File: src/rtl/m_clint_if.sv
// Register-access bus of the core-local interruptor: one-cycle read/write strobes
// with a registered read response one cycle after the read strobe.
interface m_clint_if;
  logic        w_we;
  logic        w_re;
  logic [15:0] w_addr;
  logic [31:0] w_wdata;
  logic [31:0] w_rdata;
  logic        w_rvalid;

  modport master (output w_we, w_re, w_addr, w_wdata, input w_rdata, w_rvalid);
  modport slave  (input w_we, w_re, w_addr, w_wdata, output w_rdata, w_rvalid);
endinterface

File: src/rtl/m_clint.sv
// Core-local interruptor: prescaled 64-bit mtime, per-hart mtimecmp/msip registers,
// registered timer-interrupt compare and a single-cycle-latency register read port.
module m_clint #(
  parameter int N_HARTS  = 1,
  parameter int TICK_DIV = 1
) (
  input  logic               CLK,
  input  logic               RST_X,
  input  logic               w_time_en,
  m_clint_if.slave           bus,
  output logic [63:0]        w_mtime,
  output logic [N_HARTS-1:0] w_mtip,
  output logic [N_HARTS-1:0] w_msip
);
  localparam int PW = (TICK_DIV > 1) ? $clog2(TICK_DIV) : 1;
  localparam logic [PW-1:0] PRESC_MAX  = PW'(TICK_DIV - 1);
  localparam logic [13:0]   CMP_BASE_W = 14'h1000;
  localparam logic [13:0]   MTIME_LO_W = 14'h2FFE;
  localparam logic [13:0]   MTIME_HI_W = 14'h2FFF;

  logic [13:0] word;
  logic        unused_addr_lsbs;
  logic        wr_mtime_lo;
  logic        wr_mtime_hi;
  logic        tick;
  logic [PW-1:0] presc_q, presc_d;
  logic [63:0]   mtime_q, mtime_d;
  logic [31:0]   rd_val;
  logic [31:0]   rdata_q;
  logic          rvalid_q;
  logic [63:0]   cmp_arr [N_HARTS];
  logic [N_HARTS-1:0] msip_vec;
  logic [N_HARTS-1:0] mtip_vec;

  assign word             = bus.w_addr[15:2];
  assign unused_addr_lsbs = ^bus.w_addr[1:0];
  assign wr_mtime_lo      = bus.w_we && (word == MTIME_LO_W);
  assign wr_mtime_hi      = bus.w_we && (word == MTIME_HI_W);

  // Increment first, then let a software write overwrite only the half it targets.
  always_comb begin
    presc_d = presc_q;
    mtime_d = mtime_q;
    tick    = 1'b0;
    if (w_time_en) begin
      if (presc_q == PRESC_MAX) begin
        tick    = 1'b1;
        presc_d = '0;
      end else begin
        presc_d = presc_q + 1'b1;
      end
    end
    if (tick) mtime_d = mtime_q + 64'd1;
    if (wr_mtime_lo) mtime_d[31:0]  = bus.w_wdata;
    if (wr_mtime_hi) mtime_d[63:32] = bus.w_wdata;
  end

  always_ff @(posedge CLK or negedge RST_X) begin
    if (!RST_X) begin
      presc_q <= '0;
      mtime_q <= '0;
    end else begin
      presc_q <= presc_d;
      mtime_q <= mtime_d;
    end
  end

  generate
    for (genvar gi = 0; gi < N_HARTS; gi++) begin : g_hart
      logic        sel_msip, sel_cmp_lo, sel_cmp_hi;
      logic [63:0] cmp_q;
      logic        msip_q;
      logic        mtip_q;

      assign sel_msip   = (word == 14'(gi));
      assign sel_cmp_lo = (word == CMP_BASE_W + 14'(2 * gi));
      assign sel_cmp_hi = (word == CMP_BASE_W + 14'(2 * gi + 1));

      // mtip uses the pre-edge mtime/mtimecmp, so it lags register changes by one cycle.
      always_ff @(posedge CLK or negedge RST_X) begin
        if (!RST_X) begin
          cmp_q  <= '1;
          msip_q <= 1'b0;
          mtip_q <= 1'b0;
        end else begin
          if (bus.w_we && sel_cmp_lo) cmp_q[31:0]  <= bus.w_wdata;
          if (bus.w_we && sel_cmp_hi) cmp_q[63:32] <= bus.w_wdata;
          if (bus.w_we && sel_msip)   msip_q       <= bus.w_wdata[0];
          mtip_q <= (mtime_q >= cmp_q);
        end
      end

      assign cmp_arr[gi]  = cmp_q;
      assign msip_vec[gi] = msip_q;
      assign mtip_vec[gi] = mtip_q;
    end
  endgenerate

  always_comb begin
    rd_val = '0;
    if (word == MTIME_LO_W) rd_val = mtime_q[31:0];
    if (word == MTIME_HI_W) rd_val = mtime_q[63:32];
    for (int h = 0; h < N_HARTS; h++) begin
      if (word == 14'(h))                     rd_val = {31'd0, msip_vec[h]};
      if (word == CMP_BASE_W + 14'(2 * h))     rd_val = cmp_arr[h][31:0];
      if (word == CMP_BASE_W + 14'(2 * h + 1)) rd_val = cmp_arr[h][63:32];
    end
  end

  // Read data comes from current register values, so a same-cycle write is not visible.
  always_ff @(posedge CLK or negedge RST_X) begin
    if (!RST_X) begin
      rvalid_q <= 1'b0;
      rdata_q  <= '0;
    end else begin
      rvalid_q <= bus.w_re;
      if (bus.w_re) rdata_q <= rd_val;
    end
  end

  assign bus.w_rdata  = rdata_q;
  assign bus.w_rvalid = rvalid_q;
  assign w_mtime      = mtime_q;
  assign w_mtip       = mtip_vec;
  assign w_msip       = msip_vec;
endmodule

File: src/flat_wrapper.sv
// flat-port wrapper written by rule: the top's interface ports become plain ports
module m_clint_flat 
#(
  parameter int N_HARTS  = 1,
  parameter int TICK_DIV = 1
)
  (CLK, RST_X, w_time_en, w_mtime, w_mtip, w_msip, bus_w_we, bus_w_re, bus_w_addr, bus_w_wdata, bus_w_rdata, bus_w_rvalid);
  m_clint_if bus_i ();
  input  logic CLK;
  input  logic RST_X;
  input  logic w_time_en;
  output logic [63:0] w_mtime;
  output logic [N_HARTS-1:0] w_mtip;
  output logic [N_HARTS-1:0] w_msip;
  input wire logic [$bits(bus_i.w_we)-1:0] bus_w_we;
  input wire logic [$bits(bus_i.w_re)-1:0] bus_w_re;
  input wire logic [$bits(bus_i.w_addr)-1:0] bus_w_addr;
  input wire logic [$bits(bus_i.w_wdata)-1:0] bus_w_wdata;
  output wire logic [$bits(bus_i.w_rdata)-1:0] bus_w_rdata;
  output wire logic [$bits(bus_i.w_rvalid)-1:0] bus_w_rvalid;
  assign bus_i.w_we = bus_w_we;
  assign bus_i.w_re = bus_w_re;
  assign bus_i.w_addr = bus_w_addr;
  assign bus_i.w_wdata = bus_w_wdata;
  assign bus_w_rdata = bus_i.w_rdata;
  assign bus_w_rvalid = bus_i.w_rvalid;
  m_clint #(.N_HARTS(N_HARTS), .TICK_DIV(TICK_DIV)) u_core (.CLK(CLK), .RST_X(RST_X), .w_time_en(w_time_en), .bus(bus_i), .w_mtime(w_mtime), .w_mtip(w_mtip), .w_msip(w_msip));
endmodule
File: config.mk
export PLATFORM = sky130hd
export DESIGN_NAME = m_clint_flat
export DESIGN_NICKNAME = d
export VERILOG_FILES = /design/src/rtl/m_clint_if.sv /design/src/rtl/m_clint.sv /design/src/flat_wrapper.sv
export SDC_FILE = /design/constraint.sdc
export NUM_CORES = 1
export LEC_CHECK = 0
export ABC_CLOCK_PERIOD_IN_PS = 2600
export CORE_AREA = 3 3 149 151
export DETAILED_ROUTE_END_ITERATION = 10
export DIE_AREA = 0 0 152 154
export MAX_ROUTING_LAYER = met4
export PLACE_DENSITY = 0.7
export SYNTH_ARGS = -nofsm -noshare
export SYNTH_HDL_FRONTEND = slang
export SYNTH_SLANG_ARGS = --single-unit
File: constraint.sdc
create_clock -name CLK -period 2.6 [get_ports CLK]
set_input_delay 0.52 -clock CLK [delete_from_list [all_inputs] [get_ports CLK]]
set_output_delay 0.52 -clock CLK [all_outputs]
set_load 0.01 [all_outputs]
Word-level counts from Yosys, hierarchy flattened
Cells that the tools add are included.
{"block": "classes", "n_addsub": 2, "n_mul": 0, "div_mod_pow": 0, "order_cmp": 1, "n_eq_ne": 4, "shift": 0, "muxes": 11, "bitwise": 0, "n_reduce_logical": 8}
{"op": "two-way mux 32 bit", "count": 7}
{"op": "adder 64 x 1 -> 64 bit (second input constant)", "count": 1}
{"op": "greater-or-equal comparator 64 bit", "count": 1}
{"op": "two-way mux 64 bit", "count": 1}
{"op": "equality test 14 x 13 -> 1 bit (second input constant)", "count": 2}
{"op": "equality test 14 bit (second input constant)", "count": 2}
{"op": "zero test 14 bit", "count": 1}
{"op": "logical AND 1 bit", "count": 5}
{"op": "nonzero test 2 bit", "count": 2}
{"op": "two-way mux 1 bit", "count": 3}
{"op": "adder 1 bit (second input constant)", "count": 1}
{"block": "totals", "reg_bits": 164, "latch_bits": 0, "mem_bits_rw": 0, "romBits": 0, "input_bits": 53, "out_inout_bits": 99, "wordCells": 35, "n_memories": 0}

Logic depth before layout (Yosys ltp)
{"block": "logic_depth", "depth_word": 6, "mapped_depth": 8, "depth_no_buf": 8}

Worst setup path after synthesis
OpenSTA, ideal clock, no wires.
{"block": "synth_timing", "path_type": "flip-flop to flip-flop", "from": "register u_core.mtime_q[0] (netlist: u_core.w_mtime[0])", "to": "register u_core.mtime_q[60] (netlist: u_core.w_mtime[60])", "setup_time_ps": 136, "t_arrival_ps": 2001, "t_required_ps": 2464, "setup_slack_ps": 463, "path_stages_with_launch": 8, "path_buffers": 0, "synth_period_minus_slack_ps": 2137, "path_cell_list": "dfrtp_1 > ha_1 > nand3_1 > nor4_4 > nand3_4 > nor4_1 > xnor2_1 > a21oi_1"}
{"block": "synth_via", "elab_chain_len": 3}
{"item": "from (decl)", "line_no": "m_clint.sv:27", "rtl": "logic [63:0] mtime_q, mtime_d;"}
{"item": "from (signal assigned)", "line_no": "m_clint.sv:64", "rtl": "mtime_q <= mtime_d;"}
{"item": "adder 64 x 1 -> 64 bit", "line_no": "m_clint.sv:53", "rtl": "if (tick) mtime_d = mtime_q + 64'd1;"}
{"item": "two-way mux 64 bit", "line_no": "m_clint.sv:53"}
{"item": "two-way mux 32 bit", "line_no": "m_clint.sv:55", "rtl": "if (wr_mtime_hi) mtime_d[63:32] = bus.w_wdata;"}
No other way between the ends. The select of a mux whose other input is x is not followed.
A chain may end at the register's enable or synchronous reset.

Final worst setup path
{"block": "layout_timing", "from": "register u_core.g_hart[0].cmp_q[47] (netlist: u_core.cmp_arr[47])", "to": "register u_core.g_hart[0].mtip_q (netlist: u_core.w_mtip)"}
{"block": "layout_via", "elab_chain_len": 1}
{"item": "from (decl)", "line_no": "m_clint.sv:71", "rtl": "logic [63:0] cmp_q;"}
{"item": "from (signal assigned)", "line_no": "m_clint.sv:87", "rtl": "if (bus.w_we && sel_cmp_hi) cmp_q[63:32] <= bus.w_wdata;"}
{"item": "greater-or-equal comparator 64 bit", "line_no": "m_clint.sv:89", "rtl": "mtip_q <= (mtime_q >= cmp_q);"}
{"item": "to (signal assigned)", "line_no": "m_clint.sv:89"}
{"item": "to (decl)", "line_no": "m_clint.sv:73", "rtl": "logic mtip_q;"}
No other way between the ends.

==> impl_results.md <==
- RSZ-0062 raised after global routing: false
- PnR Total Power: between 6 and 7 mW
- IO buf count: roughly 150
- Reg clk slew, reported paths: roughly 70 ps
- Number of post-CTS setup repair buffers: 0
- CTS tree: done
- Syn_area_per_cell: around 9.3 um^2
- Post-route setup slack: just under 200 ps
- Critical-path cell list: inv_1, ha_1, nand4_1, nor4_2, nand3_1, a2111oi_1, a221oi_1, nand3_1
- Async set-reset flop share out of synthesis: 1.00
- Antenna Nets Post-Route: 0
- Synth unique cells: between 50 and 60
- Post-route DRC: 0
- Slowest Stage Delay on Critical Path: 540 ps
- Worst Tran Pin Value: roughly 630 ps
- Root buf cell: clkbuf_16
- Final HPWL DP: ~22000 um
- Antenna violations before repair: 0
- Max-slew headroom: 0.581
- Final hold vios: 0
- FP Rows: 53
- Top-area cell type share of the netlist area: 0.254
- Peak supply drop: 427 uV
- #FFs+latches synth: 163
- Sequential cell area fraction in the yosys report: 0.426
- Crit path buf inv count: 1
- Fraction of layout cells with a size suffix above 1: 0.179
- Chip width: 152 um
- Final hold slack: about 93 ps
- Vias per std cell: 5.78
- Pleak: 5.68 nW
- Initial DRC count: 824
- Die span in y: 154 um
- Status: finished clean
- Startpoint types: register
- Fin crit share: 0.925
- Wire length per cell: ~19 um
- First-pass GRT wire length: between 40000 and 50000 um
- Worst Path Required: about 3000 ps
- Clk_skew: 16.7 ps
- DR pass1 iterations: 6
- Post-synth top area cell: dfrtp_1
- Vias in the first global route: 8879
- Top cells by area, synth: dfrtp_1 25%, dfstp_2 17%, ha_1 8.3%, o21ai_0 5.1%, inv_1 4.1%
- Power per cell area: between 400 and 500 nW/um^2
- Commonest non-fill, non-tap cell in the layout: clkdlybuf4s50_1
- Mapped Area: 9760 um^2
- Deepest clock path buffer count: 2
- DP Worst Slack: -31.2 ps
- Total GRT Usage: 0.263
- Gr ovfl total: 0
- EDFF count, synth: 0
- Core Box Area: between 20000 and 25000 um^2
- Largest delay share family, worst path: simple AND/OR/NAND/NOR gates
- Setup CP Type: register to register
- Die area: between 20000 and 25000 um^2
- Placer congestion estimate: ~0.93
- Ports: around 150
- Crit path top cell by count: nand3_1
- Routed via count: roughly 8800
- Syn Nets: 1169
- # H-tree levels: 4
- Worst EP arrival: around 2800 ps
- Worst Path Max Fanout: 3
- Cell with the largest stage delay on the worst path: dfstp_2
- Synth Flop Type: dfrtp_1
- Pin count of the biggest net entering global routing: 63
- Starting density of the core: 0.466
- N_diodes: 0
- Most frequent cells in the layout: 147 x clkdlybuf4s50_1, 106 x inv_1, 100 x o21ai_0
- Area grow syn2layout: 29.8%
- Final min period: 2400 ps
- TritonCTS Sinks: between 150 and 200
- Clk_lat worst skew: roughly 440 ps
- Hold Crit Class: primary input to asynchronous set/reset pin
- Fmax: slightly above 400 MHz
- Number of max-cap violations: 0
- Final Max Tran Viols: 0
- Cts bufs inserted: 17
- Final WL: around 30000 um
- Crit end category: register
- Final setup viols: 0
- Cells after Synth: approximately 1100
- Final net count: 1355
- Yosys Warn Count: 0
## what timing repair did
action	CTS	global route
hold endpoints to repair	0	0
setup endpoints to repair	0	1
gates resized for setup	0	3
hold buffers	0	0
## cell usage after synthesis, types with 3 or more instances
cell type and number:
nor2b_1 3, a222oi_1 31, a2111oi_0 4, ha_1 65, o22ai_1 32, o21ai_1 3
xor2_1 25, nor2_1 60, xnor2_1 37, buf_1 3, inv_1 106, a211oi_1 6
nand2_1 90, clkbuf_1 42, and3_1 12, a21o_1 36, nand4_1 30, mux2_2 35
nand3_1 35, dfstp_2 64, dfrtp_1 99, nor3_1 13, o211ai_1 3, nor4_1 13
o21ai_0 100, or3_1 7, a21oi_1 56, buf_2 7
## kinds of logic after synthesis
| group | synth area share |
|---|---|
| buf+inv | 0.0624 |
| simple gates | 0.152 |
| flops | 0.426 |
| compound gates | 0.179 |
| xor+xnor | 0.0556 |
| mux | 0.0414 |
| fa+ha+maj | 0.0833 |
## metal layers
layer | global-route usage | share of wire
met2 | 0.422 | 0.48
met4 | 0.0903 | 0.029
met1 | 0.340 | 0.44
met5 | - | 0
met3 | 0.0456 | 0.055
## power by group
group	internal [mW]	switching (mW)	total (mW)
clock	1.66	1.08	2.74
sequential	2.60	0.109	2.71
combinational	0.314	0.320	0.634
## final timing paths
path,start,to,slack (ps),cells past startpoint
max in group asynchronous,RST_X,u_core.cmp_arr[47]$_DFFE_PN1P_,1770,2
hold reg to reg,u_core.bus.w_rdata[0]$_DFFE_PN0P_,u_core.bus.w_rdata[0]$_DFFE_PN0P_,510,1
hold / removal,RST_X,u_core.w_mtime[5]$_DFFE_PN0P_,90,1
setup reg to reg,u_core.cmp_arr[47]$_DFFE_PN1P_,u_core.w_mtip$_DFF_PN0_,200,8
min in group CLK,bus_w_re,u_core.bus.w_rvalid$_DFF_PN0_,250,1
setup / recovery,u_core.cmp_arr[47]$_DFFE_PN1P_,u_core.w_mtip$_DFF_PN0_,200,8
## layout make-up
type,count,area (um^2)
flip-flops and latches,163,4160
clock buffers,20,457
inverters,106,398
multi-input cells,729,5020
fillers,1864,8280
clock inverters,12,176
repair buffers,220,2120
well taps,275,344
## through the flow
| stage | utilization | TNS, ps | instance area (um^2) | std cells |
|---|---|---|---|---|
| floorplan | - | 0 | 9760 | 1051 |
| global placement | 0.574 | -11.1 | 12000 | 1493 |
| detailed placement | 0.574 | -66.7 | 12000 | 1493 |
| CTS | 0.604 | 0 | 12700 | 1525 |
| global route | 0.605 | 0 | 12700 | 1525 |
| finish | 0.605 | 0 | 12700 | 1525 |
## flip-flops by register name, indices dropped and copies added, names as in the netlist
name                 flops
u_core.bus.w_rvalid      1
u_core.cmp_arr          64
u_core.bus.w_rdata      32
u_core.w_msip            1
u_core.w_mtip            1
u_core.w_mtime          64
Power figures use the tool's default switching activity.
